==> config.mk <==
export PLATFORM = sky130hd
export DESIGN_NAME = bin2bcd_seq
export DESIGN_NICKNAME = d
export VERILOG_FILES = /design/src/rtl/bcd_pkg.sv /design/src/rtl/bcd_adj3.sv /design/src/rtl/bin2bcd_seq.sv
export SDC_FILE = /design/constraint.sdc
export NUM_CORES = 1
export LEC_CHECK = 0
export CORE_MARGIN = 4
export CORE_UTILIZATION = 50
export DETAILED_ROUTE_END_ITERATION = 12
export PLACE_DENSITY = 0.75
export SYNTH_ARGS = -nofsm -noshare
export SYNTH_HDL_FRONTEND = slang
export SYNTH_SLANG_ARGS = --single-unit
==> constraint.sdc <==
create_clock -name clk_i -period 1.79 [get_ports clk_i]
set_clock_uncertainty 0.15 [all_clocks]
set_input_delay 0.4475 -clock clk_i [delete_from_list [all_inputs] [get_ports clk_i]]
set_output_delay 0.4475 -clock clk_i [all_outputs]
set_load 0.05 [all_outputs]
==> src/rtl/bcd_pkg.sv <==
// Shared types and elaboration helpers for the sequential binary-to-BCD converter.
package bcd_pkg;

  typedef enum logic [1:0] {
    StIdle  = 2'd0,
    StShift = 2'd1,
    StDone  = 2'd2
  } state_e;

  // Number of decimal digits needed to show the largest w-bit unsigned value.
  function automatic int unsigned min_digits(int unsigned w);
    longint unsigned v;
    int unsigned     d;
    v = (64'd1 << w) - 64'd1;
    d = 0;
    for (int i = 0; i < 20; i++) begin
      if (v != 64'd0) begin
        d++;
        v = v / 64'd10;
      end
    end
    return d;
  endfunction

endpackage

==> src/rtl/bcd_adj3.sv <==
// Shift-and-add-3 correction cell: a nibble of 5 or more gets 3 added before the shift.
module bcd_adj3 (
  input  logic [3:0] in_i,
  output logic [3:0] out_o
);

  assign out_o = (in_i >= 4'd5) ? in_i + 4'd3 : in_i;

endmodule

==> src/rtl/bin2bcd_seq.sv <==
// Sequential binary-to-BCD converter: one shift-and-add-3 step per clock, registered result.
module bin2bcd_seq
  import bcd_pkg::*;
#(
  parameter int unsigned W      = 16,
  parameter int unsigned DIGITS = 5
) (
  input  logic                  clk_i,
  input  logic                  rst_ni,
  input  logic                  start_i,
  input  logic [W-1:0]          bin_i,
  output logic                  busy_o,
  output logic                  done_o,
  output logic [4*DIGITS-1:0]   bcd_o
);

  localparam int unsigned BcdW = 4 * DIGITS;
  localparam int unsigned RegW = BcdW + W;
  localparam int unsigned CntW = $clog2(W + 1);

  if (W < 4 || W > 32) begin : g_w_chk
    $error("bin2bcd_seq: W must be within 4..32");
  end
  if (DIGITS < min_digits(W)) begin : g_digits_chk
    $error("bin2bcd_seq: DIGITS too small to hold the largest W-bit value");
  end

  state_e            state_q, state_d;
  logic [CntW-1:0]   cnt_q, cnt_d;
  logic [RegW-1:0]   work_q, work_d;
  logic [BcdW-1:0]   bcd_q, bcd_d;
  logic [RegW-1:0]   work_adj;
  logic [RegW-1:0]   work_shl;
  logic              unused_adj_msb;

  // Binary field passes straight through; every BCD nibble gets its own correction cell.
  assign work_adj[W-1:0] = work_q[W-1:0];
  for (genvar i = 0; i < DIGITS; i++) begin : g_adj
    bcd_adj3 u_adj (
      .in_i  (work_q[W+4*i +: 4]),
      .out_o (work_adj[W+4*i +: 4])
    );
  end

  // With enough digits the top bit is always zero before the shift drops it.
  assign work_shl       = {work_adj[RegW-2:0], 1'b0};
  assign unused_adj_msb = work_adj[RegW-1];

  always_comb begin
    state_d = state_q;
    cnt_d   = cnt_q;
    work_d  = work_q;
    bcd_d   = bcd_q;
    unique case (state_q)
      StIdle: begin
        if (start_i) begin
          work_d  = {{BcdW{1'b0}}, bin_i};
          cnt_d   = CntW'(W);
          state_d = StShift;
        end
      end
      StShift: begin
        work_d = work_shl;
        cnt_d  = cnt_q - CntW'(1);
        if (cnt_q == CntW'(1)) begin
          bcd_d   = work_shl[RegW-1 -: BcdW];
          state_d = StDone;
        end
      end
      StDone: begin
        state_d = StIdle;
      end
      default: begin
        state_d = StIdle;
      end
    endcase
  end

  always_ff @(posedge clk_i or negedge rst_ni) begin
    if (!rst_ni) begin
      state_q <= StIdle;
      cnt_q   <= '0;
      work_q  <= '0;
      bcd_q   <= '0;
    end else begin
      state_q <= state_d;
      cnt_q   <= cnt_d;
      work_q  <= work_d;
      bcd_q   <= bcd_d;
    end
  end

  assign busy_o = (state_q != StIdle);
  assign done_o = (state_q == StDone);
  assign bcd_o  = bcd_q;

endmodule

==> out/results.ini <==
[run_status]
status=finished clean

[min_path]
hold_path.class=reg2reg

[logic_synthesis]
synth-edff-count=0
ys_types=32
yosys.cell_count.top_type=dfrtp_1
synth_ff_type=dfrtp_1
seq_area_frac_synth_pct=51.20
synth_area_leader_cell=dfrtp_1
async_flop_share_pct=100.0
syn-num-nets=336
synth.top_cell.area_share_pct=51.20
synthCells=305
synth_area_leaders=dfrtp_1 (51%), o21ai_0 (6.7%), a21oi_1 (4.9%), ha_1 (4.9%), a22oi_1 (3.7%)
ys_seq_elements=63
ys_warn_count=0
synthesis.area_sq_um=3079
avgSynthCellArea_sq_um=10.10
synth_commonest_cells=dfrtp_1 (63), o21ai_0 (41), a21oi_1 (30)

[cts]
numCtsBuffers=9
cts_sinks=63
clock_latency_ns=0.34
clk_pin_slew_ns=0.07
tritoncts=yes
cts-root-buf=clkbuf_8
clk_path_buf_depth=2
h-tree-depth=3

[detailed_routing]
vias=2476
wire_per_inst_um=14.79
firstDrtPassIters=4
ant_nets=0
routed_wl_mm=6.610
via_per_inst=5.539
dr.first_iter.drc_count=124
drc=0

[global_routing]
grtUsageTotal_pct=19.19
antenna_found_initial=0
grt_overflow=0
grt_first_pass_wirelength_mm=11.15
grt_pass1_vias=2487
grt_max_degree=56

[final_layout]
register_area_sq_um=1578
multi_input_area_sq_um=1418
n_antenna_cell=0
fin_area_sq_um=4174
n_fill_cell=446
layout.nets=399
syn_to_final_growth_pct=35.55
drive_gt1_share_pct=22.04

[sta]
hold_violations=0
tightestPinTransition_ns=0.3642
maxSlewViolCount=0
fin_crit_sh_pct=98.74
max_slew_margin_pct=75.38
grt_setup_unrepaired=yes
finalSetupViolCount=0
layout_min_cycle_time_ns=1.767
fmax_mhz=565.8

[setup_path]
cp_max_fo=4
r2r_slack_ns=0.06
crit_arrival_ns=1.17
r2r-start=cnt_q[0]
cp-end-kind=output pin
critPathKind=reg2out
rr_worst_depth=5
crit_path_start=state_q[1]
worst_setup_path_start_kind=register
worstSetupEndpoint=busy_o
reg2reg_to=bcd_o[0]
required_ns=1.19

[pwr]
p_per_area_nw_per_um2=1978
vdd_ir_drop_max_uv=1258
p_total_mw=8.255
p_sw_mw=3.450
power.internal_mw=4.804
combPwrFrac_pct=52.8
seqPwrFrac_pct=33.0
clkPwrFrac_pct=14.1
sw_frac_of_total_pct=41.80
leakage_nw=1.871

[die]
die-area_sq_um=7478
core_sq_um=5956
die_y_um=86.48
io_pins=41
initial_core_util_pct=51.70
row_count=28
die_x_um=86.48

[placement]
hpwl_mm=4.486
portBuffers=40
dpl_cell_area_sq_um=3915
gpl.final_weighted_congestion=0.7397

[run]
maxCapViolCount=0

## stage by stage
| step | utilization, % | cells | setup slack (ns) | setup TNS [ns] | hold slack [ns] |
|---|---|---|---|---|---|
| 2_1_floorplan | - | 305 | 0.03156 | 0 | 0.001909 |
| 3_3_place_gp | 65.74 | 427 | -0.1234 | -0.5401 | 0.1706 |
| 3_5_place_dp | 65.74 | 427 | -0.1956 | -1.681 | 0.1728 |
| 4_1_cts | 69.45 | 446 | 0.003636 | 0 | 0.3370 |
| 5_1_grt | 70.08 | 447 | -0.03621 | -0.09837 | 0.3677 |
| 6_report | 70.08 | 447 | 0.02259 | 0 | 0.3367 |
## critical path: stages (launching register included)
cell	delay (ns)
dfrtp_2	0.44
or2_4	0.25
buf_12	0.15
## state kept, by name (all words and copies together), names as in the netlist
register / flops
work_q: 36
bcd_o: 20
cnt_q: 5
state_q: 2
## how the worst min path moves through the flow
| stage | slack (ns) | cells past startpoint | startpoint | end |
|---|---|---|---|---|
| 2_1_floorplan | 0.002 | 0 | rst_ni | bcd_o[0] |
| 3_3_place_gp | 0.17 | 1 | rst_ni | bcd_o[15] |
| 3_5_place_dp | 0.17 | 1 | rst_ni | bcd_o[15] |
| 4_1_cts | 0.34 | 2 | rst_ni | bcd_o[15] |
| 5_1_grt | 0.37 | 2 | rst_ni | bcd_o[13] |
| 6_report | 0.34 | 2 | work_q[33] | work_q[33] |
## cell usage in the layout, fill, tap and decap left out, types with 2 or more instances in the layout
| master | instances |
|---|---|
| dfrtp_1 | 62 |
| o21ai_0 | 41 |
| nand2_1 | 29 |
| a21oi_1 | 25 |
| buf_12 | 24 |
| buf_4 | 19 |
| clkdlybuf4s50_1 | 17 |
| a22oi_1 | 15 |
| inv_1 | 12 |
| nor2b_1 | 12 |
| ha_1 | 12 |
| o21ai_1 | 9 |
| nor3b_1 | 9 |
| clkbuf_8 | 9 |
| a22o_1 | 8 |
| mux2_2 | 7 |
| nand2b_1 | 6 |
| xnor2_1 | 6 |
| a21oi_2 | 5 |
| mux2i_1 | 5 |
| nor3_1 | 5 |
| nand3_1 | 5 |
| and2b_1 | 4 |
| clkinv_2 | 4 |
| buf_6 | 4 |
| nand3b_1 | 2 |
## logic make-up (layout without fill, tap and decap cells)
family	count (synthesis)	after routing	share of synthesized area, %
and+or+nand+nor	81	81	15.03
AOI/OAI and AO/OA	104	104	19.30
DFF	63	63	51.20
muxes	12	12	4.185
adders and majority gates	12	12	4.876
buffers and inverters	27	94	3.698
xor gates and xnor gates	6	6	1.707
## area by class of cell
class / count / share of cell area, %
multi-input cells: 215 / 33.96
clock buffers: 10 / 3.058
well taps: 75 / 2.248
repair buffers: 66 / 20.44
clock inverters: 5 / 1.199
flip-flops and latches: 63 / 37.80
inverters: 13 / 1.289
## layer usage
| layer | wire length (um) | GRT usage [%] | vias up | share of wire [%] |
|---|---|---|---|---|
| met3 | 280 | 3.992 | 8 | 4.2 |
| met2 | 3209 | 32.20 | 56 | 49 |
| met4 | 131 | 10.20 | 0 | 2.0 |
| met5 | 0 | 0 | - | 0 |
| li1 | - | - | 1204 | - |
| met1 | 2989 | 23.14 | 1208 | 45 |
## what timing repair did
action                                  4_1_cts  5_1_grt
hold buffers                                  1        0
setup buffers                                 3        1
gates cloned                                  0        0
endpoints found under the setup margin        2       17
pin swaps                                     0        1
gates resized for setup                       4       10
endpoints found under the hold margin         8        0
## power by group through the flow
stage	sequential [mW]	combinational [mW]	clock, mW
2_1_floorplan	3.14	2.05	0
3_3_place_gp	2.68	4.11	0
3_5_place_dp	2.72	4.27	0
4_1_cts	2.70	4.34	1.19
5_1_grt	2.82	4.74	1.25
6_report	2.73	4.36	1.17
Power figures use the tool's default switching activity.
